--- src/rtl/axil_pkg.sv ---
// -----------------------------------------------------------------------------
// axil_pkg
//   Shared definitions for the AXI4-Lite write-side arbitration blocks:
//   controller state encoding, AXI response codes and an index-width helper.
// -----------------------------------------------------------------------------
package axil_pkg;

    typedef enum logic [1:0] {
        S_IDLE      = 2'd0,
        S_ADDR_DATA = 2'd1,
        S_RESP      = 2'd2
    } arb_state_t;

    localparam logic [1:0] RESP_OKAY   = 2'b00;
    localparam logic [1:0] RESP_EXOKAY = 2'b01;
    localparam logic [1:0] RESP_SLVERR = 2'b10;
    localparam logic [1:0] RESP_DECERR = 2'b11;

    // Width of a requester index; never narrower than one bit.
    function automatic int idx_width(input int n);
        return (n > 1) ? $clog2(n) : 1;
    endfunction

endpackage

--- src/rtl/axil_write_arbiter_rr_arbiter.sv ---
// -----------------------------------------------------------------------------
// rr_arbiter
//   Combinational round-robin winner select. The search starts at
//   last_grant+1 and wraps modulo NUM_REQ, so the previous winner has the
//   lowest priority. Shared by write- and read-side arbiters.
//
//   req         in   NUM_REQ  request vector
//   last_grant  in   IDX_W    index of the previous winner
//   grant       out  NUM_REQ  one-hot winner (all zero when no request)
//   grant_idx   out  IDX_W    binary winner index (0 when no request)
//   grant_valid out  1        at least one request is present
// -----------------------------------------------------------------------------
module rr_arbiter
    import axil_pkg::*;
#(
    parameter int NUM_REQ = 2,
    parameter int IDX_W   = idx_width(NUM_REQ)
) (
    input  logic [NUM_REQ-1:0] req,
    input  logic [IDX_W-1:0]   last_grant,
    output logic [NUM_REQ-1:0] grant,
    output logic [IDX_W-1:0]   grant_idx,
    output logic               grant_valid
);

    logic [IDX_W-1:0] cand;

    // NOTE: every signal written in this always_comb gets a default first,
    // so no path through the loop can leave one unassigned and infer a latch.
    always_comb begin
        grant       = '0;
        grant_idx   = '0;
        grant_valid = 1'b0;
        cand        = '0;
        // Explicit modulo keeps the wrap correct for non-power-of-2 NUM_REQ.
        for (int k = 1; k <= NUM_REQ; k++) begin
            cand = IDX_W'((int'(last_grant) + k) % NUM_REQ);
            if (!grant_valid && req[cand]) begin
                grant_valid = 1'b1;
                grant_idx   = cand;
                grant[cand] = 1'b1;
            end
        end
    end

endmodule

--- src/rtl/axil_write_arbiter.sv ---
// -----------------------------------------------------------------------------
// axil_write_arbiter
//   Shares one AXI4-Lite write master between NUM_REQ requesters with
//   round-robin arbitration and one outstanding transaction. AW and W are
//   handshaken independently; the B response is returned to the owner as a
//   one-cycle REQ_DONE pulse. An optional watchdog aborts stuck transactions.
//
//   M_AXI_ACLK / M_AXI_ARESETN   clock, async active-low reset
//   REQ_VALID/REQ_READY          per-requester request handshake
//   REQ_AWADDR/WDATA/WSTRB       packed payloads, slice i = requester i
//   REQ_DONE/REQ_RESP            completion pulse and response code
//   M_AXI_AW*/W*/B*              AXI4-Lite write master channels
//   TIMEOUT_ERR                  sticky watchdog flag
//   BUSY                         controller not idle
// -----------------------------------------------------------------------------
module axil_write_arbiter
    import axil_pkg::*;
#(
    parameter int NUM_REQ            = 2,
    parameter int C_M_AXI_ADDR_WIDTH = 18,
    parameter int C_M_AXI_DATA_WIDTH = 32,
    parameter int TIMEOUT_CYCLES     = 1024
) (
    input  logic                                   M_AXI_ACLK,
    input  logic                                   M_AXI_ARESETN,
    input  logic [NUM_REQ-1:0]                     REQ_VALID,
    output logic [NUM_REQ-1:0]                     REQ_READY,
    input  logic [NUM_REQ*C_M_AXI_ADDR_WIDTH-1:0]  REQ_AWADDR,
    input  logic [NUM_REQ*C_M_AXI_DATA_WIDTH-1:0]  REQ_WDATA,
    input  logic [NUM_REQ*C_M_AXI_DATA_WIDTH/8-1:0] REQ_WSTRB,
    output logic [NUM_REQ-1:0]                     REQ_DONE,
    output logic [1:0]                             REQ_RESP,
    output logic [C_M_AXI_ADDR_WIDTH-1:0]          M_AXI_AWADDR,
    output logic                                   M_AXI_AWVALID,
    input  logic                                   M_AXI_AWREADY,
    output logic [C_M_AXI_DATA_WIDTH-1:0]          M_AXI_WDATA,
    output logic [C_M_AXI_DATA_WIDTH/8-1:0]        M_AXI_WSTRB,
    output logic                                   M_AXI_WVALID,
    input  logic                                   M_AXI_WREADY,
    input  logic [1:0]                             M_AXI_BRESP,
    input  logic                                   M_AXI_BVALID,
    output logic                                   M_AXI_BREADY,
    output logic                                   TIMEOUT_ERR,
    output logic                                   BUSY
);

    localparam int ADDR_W = C_M_AXI_ADDR_WIDTH;
    localparam int DATA_W = C_M_AXI_DATA_WIDTH;
    localparam int STRB_W = C_M_AXI_DATA_WIDTH / 8;
    localparam int IDX_W  = idx_width(NUM_REQ);
    localparam int WD_W   = (TIMEOUT_CYCLES > 0) ? $clog2(TIMEOUT_CYCLES + 1) : 1;

    // The watchdog fires on the edge that brings the count to TIMEOUT_CYCLES,
    // so valids stay up for exactly TIMEOUT_CYCLES busy cycles.
    localparam logic [WD_W-1:0]    WD_LAST = WD_W'((TIMEOUT_CYCLES > 0) ? TIMEOUT_CYCLES - 1 : 0);
    localparam logic [NUM_REQ-1:0] ONE_HOT0 = NUM_REQ'(1);

    arb_state_t       state;
    logic [IDX_W-1:0] owner;
    logic [IDX_W-1:0] last_grant;
    logic [WD_W-1:0]  wd_cnt;

    logic [NUM_REQ-1:0] arb_grant;
    logic [IDX_W-1:0]   arb_idx;
    logic               arb_valid;
    logic               arb_en;
    logic               wd_hit;
    logic               aw_pending;
    logic               w_pending;

    logic [ADDR_W-1:0]  sel_addr;
    logic [DATA_W-1:0]  sel_data;
    logic [STRB_W-1:0]  sel_strb;

    rr_arbiter #(
        .NUM_REQ (NUM_REQ),
        .IDX_W   (IDX_W)
    ) u_rr_arbiter (
        .req         (REQ_VALID),
        .last_grant  (last_grant),
        .grant       (arb_grant),
        .grant_idx   (arb_idx),
        .grant_valid (arb_valid)
    );

    // Arbitration is held off while the completion pulse is out, which
    // guarantees an idle cycle between transactions.
    assign arb_en     = (state == S_IDLE) && (REQ_DONE == '0);
    assign REQ_READY  = arb_en ? arb_grant : '0;
    assign BUSY       = (state != S_IDLE);
    assign wd_hit     = (TIMEOUT_CYCLES > 0) && (wd_cnt == WD_LAST);
    assign aw_pending = M_AXI_AWVALID && !M_AXI_AWREADY;
    assign w_pending  = M_AXI_WVALID && !M_AXI_WREADY;

    always_comb begin
        sel_addr = '0;
        sel_data = '0;
        sel_strb = '0;
        for (int i = 0; i < NUM_REQ; i++) begin
            if (arb_idx == IDX_W'(i)) begin
                sel_addr = REQ_AWADDR[i*ADDR_W +: ADDR_W];
                sel_data = REQ_WDATA[i*DATA_W +: DATA_W];
                sel_strb = REQ_WSTRB[i*STRB_W +: STRB_W];
            end
        end
    end

    // NOTE: sequential state uses non-blocking assignments only, so every
    // register samples pre-edge values regardless of statement order.
    always_ff @(posedge M_AXI_ACLK or negedge M_AXI_ARESETN) begin
        if (!M_AXI_ARESETN) begin
            state         <= S_IDLE;
            owner         <= '0;
            last_grant    <= IDX_W'(NUM_REQ - 1);
            wd_cnt        <= '0;
            REQ_DONE      <= '0;
            REQ_RESP      <= RESP_OKAY;
            M_AXI_AWADDR  <= '0;
            M_AXI_AWVALID <= 1'b0;
            M_AXI_WDATA   <= '0;
            M_AXI_WSTRB   <= '0;
            M_AXI_WVALID  <= 1'b0;
            M_AXI_BREADY  <= 1'b0;
            TIMEOUT_ERR   <= 1'b0;
        end else begin
            REQ_DONE <= '0;

            if (state != S_IDLE && TIMEOUT_CYCLES > 0) begin
                wd_cnt <= wd_cnt + 1'b1;
            end

            unique case (state)
                S_IDLE: begin
                    if (arb_en && arb_valid) begin
                        M_AXI_AWADDR  <= sel_addr;
                        M_AXI_WDATA   <= sel_data;
                        M_AXI_WSTRB   <= sel_strb;
                        owner         <= arb_idx;
                        last_grant    <= arb_idx;
                        M_AXI_AWVALID <= 1'b1;
                        M_AXI_WVALID  <= 1'b1;
                        wd_cnt        <= '0;
                        state         <= S_ADDR_DATA;
                    end
                end

                S_ADDR_DATA, S_RESP: begin
                    if (wd_hit) begin
                        // Abort: the bus may be left mid-handshake.
                        M_AXI_AWVALID <= 1'b0;
                        M_AXI_WVALID  <= 1'b0;
                        M_AXI_BREADY  <= 1'b0;
                        REQ_DONE      <= ONE_HOT0 << owner;
                        REQ_RESP      <= RESP_SLVERR;
                        TIMEOUT_ERR   <= 1'b1;
                        wd_cnt        <= '0;
                        state         <= S_IDLE;
                    end else if (state == S_ADDR_DATA) begin
                        if (M_AXI_AWVALID && M_AXI_AWREADY) M_AXI_AWVALID <= 1'b0;
                        if (M_AXI_WVALID && M_AXI_WREADY)   M_AXI_WVALID  <= 1'b0;
                        // Any BVALID seen here is ignored since BREADY is low.
                        if (!aw_pending && !w_pending) begin
                            M_AXI_BREADY <= 1'b1;
                            state        <= S_RESP;
                        end
                    end else if (M_AXI_BVALID && M_AXI_BREADY) begin
                        M_AXI_BREADY <= 1'b0;
                        REQ_DONE     <= ONE_HOT0 << owner;
                        REQ_RESP     <= M_AXI_BRESP;
                        state        <= S_IDLE;
                    end
                end

                default: state <= S_IDLE;
            endcase
        end
    end

endmodule

--- config.mk ---
export PLATFORM = sky130hd
export DESIGN_NAME = axil_write_arbiter
export DESIGN_NICKNAME = d
export VERILOG_FILES = /design/src/rtl/axil_pkg.sv /design/src/rtl/axil_write_arbiter_rr_arbiter.sv /design/src/rtl/axil_write_arbiter.sv
export SDC_FILE = /design/constraint.sdc
export NUM_CORES = 1
export LEC_CHECK = 0
export ABC_AREA = 1
export CORE_MARGIN = 2
export CORE_UTILIZATION = 35
export CTS_CLUSTER_SIZE = 30
export DETAILED_ROUTE_END_ITERATION = 8
export PLACE_DENSITY = 0.74
export SLEW_MARGIN = 30
export SYNTH_ARGS = -nofsm -noshare
export SYNTH_HDL_FRONTEND = slang
export SYNTH_SLANG_ARGS = --single-unit
--- constraint.sdc ---
create_clock -name M_AXI_ACLK -period 1.4 [get_ports M_AXI_ACLK]
set_input_delay 0.21 -clock M_AXI_ACLK [delete_from_list [all_inputs] [get_ports M_AXI_ACLK]]
set_output_delay 0.21 -clock M_AXI_ACLK [all_outputs]
set_load 0.02 [all_outputs]
# Word level (Yosys, flattened, before mapping)
# Index checks and enable logic that the tools add are counted.
# op_classes
add_sub_neg,3
order_cmp,4
n_eq_ne,11
shifts,1
muxes,48
n_bitwise,1
reduce_logical,30
# op_table
operator,count
11-bit two-way mux,3
32-bit two-way mux,1
2-bit two-way mux,15
11-bit case mux with 2 select lines,1
1-bit two-way mux,21
18-bit two-way mux,1
11-bit by 1-bit adder with 11-bit output (second input constant),1
11-bit by 10-bit == test with 1-bit output (second input constant),1
1-bit logical AND,11
3-bit inequality test (second input constant),3
3-bit AND reduction,3
4-bit inequality test (second input constant),2
4-bit AND reduction,2
2-bit nonzero test,3
1-bit logical NOT,5
2-bit logical NOT,2
1-bit by 2-bit less-than comparator with 1-bit output (second input constant),2
4-bit two-way mux,1
1-bit case mux with 2 select lines,2
2-bit case mux with 2 select lines,1
2-bit AND reduction,2
3-bit by 2-bit inequality test with 1-bit output (second input constant),1
3-bit nonzero test,1
1-bit adder (second input constant),2
other kinds (9),11
# word_totals
regBits,77
in_bits,117

# Depth between registers and ports, before layout
# depth
word_depth,10
ltp_mapped,10
ltp_nobuf,10

# Modules after synthesis
# A second synthesis with hierarchy kept.
# unflattened
cells_unflattened,543
area_unflattened_um2,4022.6
# by_module_without_submodules
module,instances,cells_per_inst,area_per_inst_um2,seq_area_each_um2
axil_write_arbiter,1,536,3992.6,1928.1
rr_arbiter,1,7,30.0,0.0

# Least setup slack after synthesis
# OpenSTA, ideal clock, no wires.
# synth_timing
kind,register to output
start,register state[0]
end,output port REQ_READY[0]
t_arrival_ns,1.309
path_slack_ns,-0.119
path_stages_with_launch,5
path_cell_list,dfrtp_1 > inv_1 > ha_1 > nand2_2 > a211oi_1
# synth_between
elab_chain_cells,3
# synth_lines
element,line_no,text
"start, declared",axil_write_arbiter.sv:58,arb_state_t state;
"start signal, assigned",axil_write_arbiter.sv:112,state <= S_IDLE;
"start signal, assigned",axil_write_arbiter.sv:143,state <= S_ADDR_DATA;
"start signal, assigned",axil_write_arbiter.sv:157,state <= S_IDLE;
2-bit logical NOT,axil_write_arbiter.sv:88,assign arb_en = (state == S_IDLE) && (REQ_DONE == '0);
1-bit logical AND,axil_write_arbiter.sv:88,
2-bit two-way mux,axil_write_arbiter.sv:89,assign REQ_READY = arb_en ? arb_grant : '0;
"end, declared",axil_write_arbiter.sv:27,"output logic [NUM_REQ-1:0] REQ_READY,"
# Every way passes these cells.

# Worst setup path in the final report
# layout_timing
start,register state[1]
end,register wd_cnt[4]
# layout_between
elab_chain_cells,5
word_cells_on_any_way,11
classes_between,eq/ne (2); mux (4); reduce/logical (5)
# layout_lines
element,line_no,text
2-bit logical NOT,"axil_write_arbiter.sv:88, axil_write_arbiter.sv:132",
1-bit logical AND,axil_write_arbiter.sv:88,
1-bit logical AND,axil_write_arbiter.sv:134,if (arb_en && arb_valid) begin
11-bit two-way mux,axil_write_arbiter.sv:134,
11-bit case mux with 2 select lines *,axil_write_arbiter.sv:132,unique case (state)
"end signal, assigned",axil_write_arbiter.sv:129,wd_cnt <= wd_cnt + 1'b1;
"end, declared",axil_write_arbiter.sv:61,logic [WD_W-1:0] wd_cnt;
# Mark *: on every way between the ends. The rest lies on a longest branch, timed or not.
# A chain may end at the register's enable or synchronous reset.

==> flow_metrics.py <==
metrics = {
    "cts": {
        "numCtsBuffers": 9,
        "cts.clk_slew.worst_paths_ns": 0.09,
        "ctsLongestPathBuffers": 2,
        "cts_tree": "yes",
        "clk_latency_ns": 0.35,
        "clock-sinks": 77,
        "cts_root_buf": "clkbuf_8",
        "cts-htree-levels": 3,
    },
    "sta": {
        "slew_viol_final": 0,
        "finalWorstSetupSlack_ns": -0.270,
        "rsz0062_at_grt": "yes",
        "relSlewSlack": 0.693,
        "final.min_clock_period_ns": 1.67,
        "tightest_slew_ns": 0.460,
        "fin_crit_sh": 1.19,
        "clock_skew_ns": 0.0121,
        "hold_slack_ns": 0.353,
        "setup_violations": 74,
        "max_freq_mhz": 599,
        "hold_violations": 0,
    },
    "synthesis": {
        "synth_top_flop_cell": "dfrtp_1",
        "synthDominantCellAreaShare": 0.507,
        "async_reset_ff_frac": 1.00,
        "synth.avg_cell_area_um2": 7.91,
        "post-synth-top-count-cell": "nand2_1",
        "synth.area.top_cells": "dfrtp_1, nand2_1, o21ai_0",
        "ys_seq_elements": 77,
        "synth_area_um2": 3750,
        "ys_seq_area_frac": 0.514,
        "synth_cell_types": 29,
        "yosys_warnings": 0,
        "synth_top_cell_by_area": "dfrtp_1",
        "ys_top_cells_by_count": "nand2_1, o21ai_0, dfrtp_1",
        "synth_nets": 595,
        "synth_edf_count": 0,
        "synthCells": 474,
    },
    "cells_and_area": {
        "antennaDiodeCount": 0,
        "finalNetCount": 823,
        "post-route-util": 0.655,
        "layout.area.seq_um2": 1930,
        "area_growth_pct": 81.1,
        "fin_area_um2": 6790,
        "num-fill-cells": 883,
        "drive_gt1_frac": 0.194,
        "layout.cells.non_filler": 843,
        "multi_input_area_um2": 1830,
    },
    "setup_path": {
        "crit_path_top_delay_cell": "dfrtp_1",
        "worstPathArrival_ns": 1.91,
        "crit_path_max_fanout": 7,
        "worstRegToRegCells": 11,
        "critPathLaunchType": "register",
        "reg2reg_to": "wd_cnt[4]",
        "worstSetupPathType": "register to register",
        "crit_top_cell": "buf_12",
        "worstSetupEndpointType": "register",
        "cp-endpoint": "wd_cnt[4]",
        "r2r_slack_ns": -0.27,
        "cp_cell_sequence": "inv_2 > ha_4 > nand2_4 > nor2_4 > buf_12 > buf_12 > inv_16 > nand2_8 > nand3_4 > nand3b_1 > inv_1",
        "required_ns": 1.64,
        "startpoint": "state[1]",
        "cpPeakStageDelay_ns": 0.42,
        "r2r-start": "state[1]",
    },
    "status": {
        "status": "finished with violations",
        "violations": "negative setup slack",
    },
    "global_route": {
        "grt-ovfl-total": 0,
        "grt_pass1_wl_mm": 21.4,
        "antenna_found_initial": 0,
        "grt_max_degree": 52,
        "grt.total_usage": 0.240,
        "grt_pass1_vias": 4389,
    },
    "floorplanning": {
        "rows": 37,
        "io_pins": 182,
        "start_util": 0.362,
        "die_w_um": 108,
        "fp.dieH_um": 108,
        "core-area_um2": 10400,
        "fp.dieArea_um2": 11600,
    },
    "route": {
        "ant_nets": 0,
        "wl_mm": 14.0,
        "first_iter_violations": 144,
        "post_drt_wl_per_cell_um": 16.6,
        "drt-vias-per-instance": 4.93,
        "dr.pass1.iters": 7,
        "route.vias.total": 4152,
        "drc_errors": 0,
    },
    "placed_design": {
        "hpwlAfterDp_mm": 8.63,
        "placed_area_um2": 5990,
        "post-place-cells": 805,
        "dp_slack_ns": -0.393,
        "port_buffers": 181,
        "gp_congestion": 0.828,
    },
    "power": {
        "powerDensity_nw_per_um2": 2140,
        "leakage_nw": 3.19,
        "vdd_drop_max_uv": 886,
    },
    "job": {
        "max-cap-violations": 0,
    },
    "min_path": {
        "min_path_type": "primary input to asynchronous set/reset pin",
    },
}
[kinds of logic after synthesis]
| group | count (synthesis) | share of synthesized area |
|---|---|---|
| flip-flops | 77 | 0.514 |
| AO/OA/AOI/OAI | 122 | 0.165 |
| adder cells (fa/ha/maj) | 4 | 0.0133 |
| buffers and inverters | 53 | 0.0620 |
| AND/OR/NAND/NOR | 214 | 0.236 |
| XOR/XNOR | 4 | 0.00934 |
[metal layers]
layer	vias up	global-route usage	routed length, um
met2	161	0.430	7340
met1	1954	0.270	5420
met3	26	0.0702	941
met5	-	0	0
met4	0	0.0861	330
li1	2011	-	-
[through the flow]
stage          total power, W  setup TNS, ns
2_1_floorplan         0.00743              0
3_3_place_gp           0.0107         -17.25
3_5_place_dp           0.0108         -18.98
4_1_cts                0.0141          -9.23
5_1_grt                0.0154         -17.30
6_report               0.0145         -13.52
[how the worst min path moves through the flow]
stage / startpoint / end / slack (ns)
floorplan: M_AXI_ARESETN / M_AXI_AWADDR[0] / -0.09
global placement: M_AXI_ARESETN / M_AXI_WDATA[7] / 0.19
detailed placement: M_AXI_ARESETN / M_AXI_WDATA[12] / 0.19
CTS: M_AXI_ARESETN / M_AXI_WDATA[14] / 0.36
global route: M_AXI_ARESETN / M_AXI_WDATA[14] / 0.39
finish: M_AXI_ARESETN / M_AXI_WDATA[12] / 0.35
[what timing repair did]
action	4_1_cts	5_1_grt
endpoints found under the hold margin	29	0
cloned	8	3
buffers inserted	8	5
resized for setup	180	45
setup endpoints to repair	136	80
pin swaps	22	21
hold buffers	1	0
[cells in the final DEF (no fill, tap or decap), types with 3 or more instances in the layout]
cell and count:
nand2_1 102, buf_16 8, nor2_1 69, nor2_4 4, buf_4 34, inv_2 3
dlygate4sd2_1 60, clkdlybuf4s50_1 115, o21ai_0 23, nand3_1 8, nand3b_1 3, nand2_2 7
o21ai_1 72, xor2_1 3, dfrtp_1 76, nor2_2 3, nand3_4 3, o21ai_2 19
inv_1 22, nand3_2 3, clkbuf_8 10, buf_12 8, nand4_1 5, buf_6 11
[power breakdown]
group | switching [W] | leakage (nW) | total, W | internal (W)
combinational | 0.00482 | 2.13 | 0.00885 | 0.00403
sequential | 0.000553 | 0.948 | 0.00377 | 0.00322
clock | 0.000838 | 0.107 | 0.00189 | 0.00105
total | 0.00622 | 3.19 | 0.0145 | 0.00830
[flip-flops by register name (all words and copies together) (netlist names)]
register	cells
M_AXI_BREADY	1
M_AXI_AWADDR	18
state	2
M_AXI_WVALID	1
last_grant	1
TIMEOUT_ERR	1
REQ_DONE	2
M_AXI_WSTRB	4
owner	1
wd_cnt	11
M_AXI_AWVALID	1
M_AXI_WDATA	32
REQ_RESP	2
[worst max-delay path: cells and delay by family (launching register included)]
family / cells / cell delay (ns)
buffers and inverters: 5 / 0.49
flip-flops: 1 / 0.42
AND/OR/NAND/NOR: 5 / 0.51
adder cells (fa/ha/maj): 1 / 0.15
[cell type report]
type | instances | share of cell area
Timing Repair inverter | 1 | 0.00129
Clock inverter | 4 | 0.0107
Tap cell | 136 | 0.0251
Multi-Input combinational cell | 344 | 0.269
Timing Repair Buffer | 241 | 0.370
Inverter | 28 | 0.0186
Clock buffer | 12 | 0.0214
Sequential cell | 77 | 0.284
No activity file was read; power rests on OpenSTA's default activity.
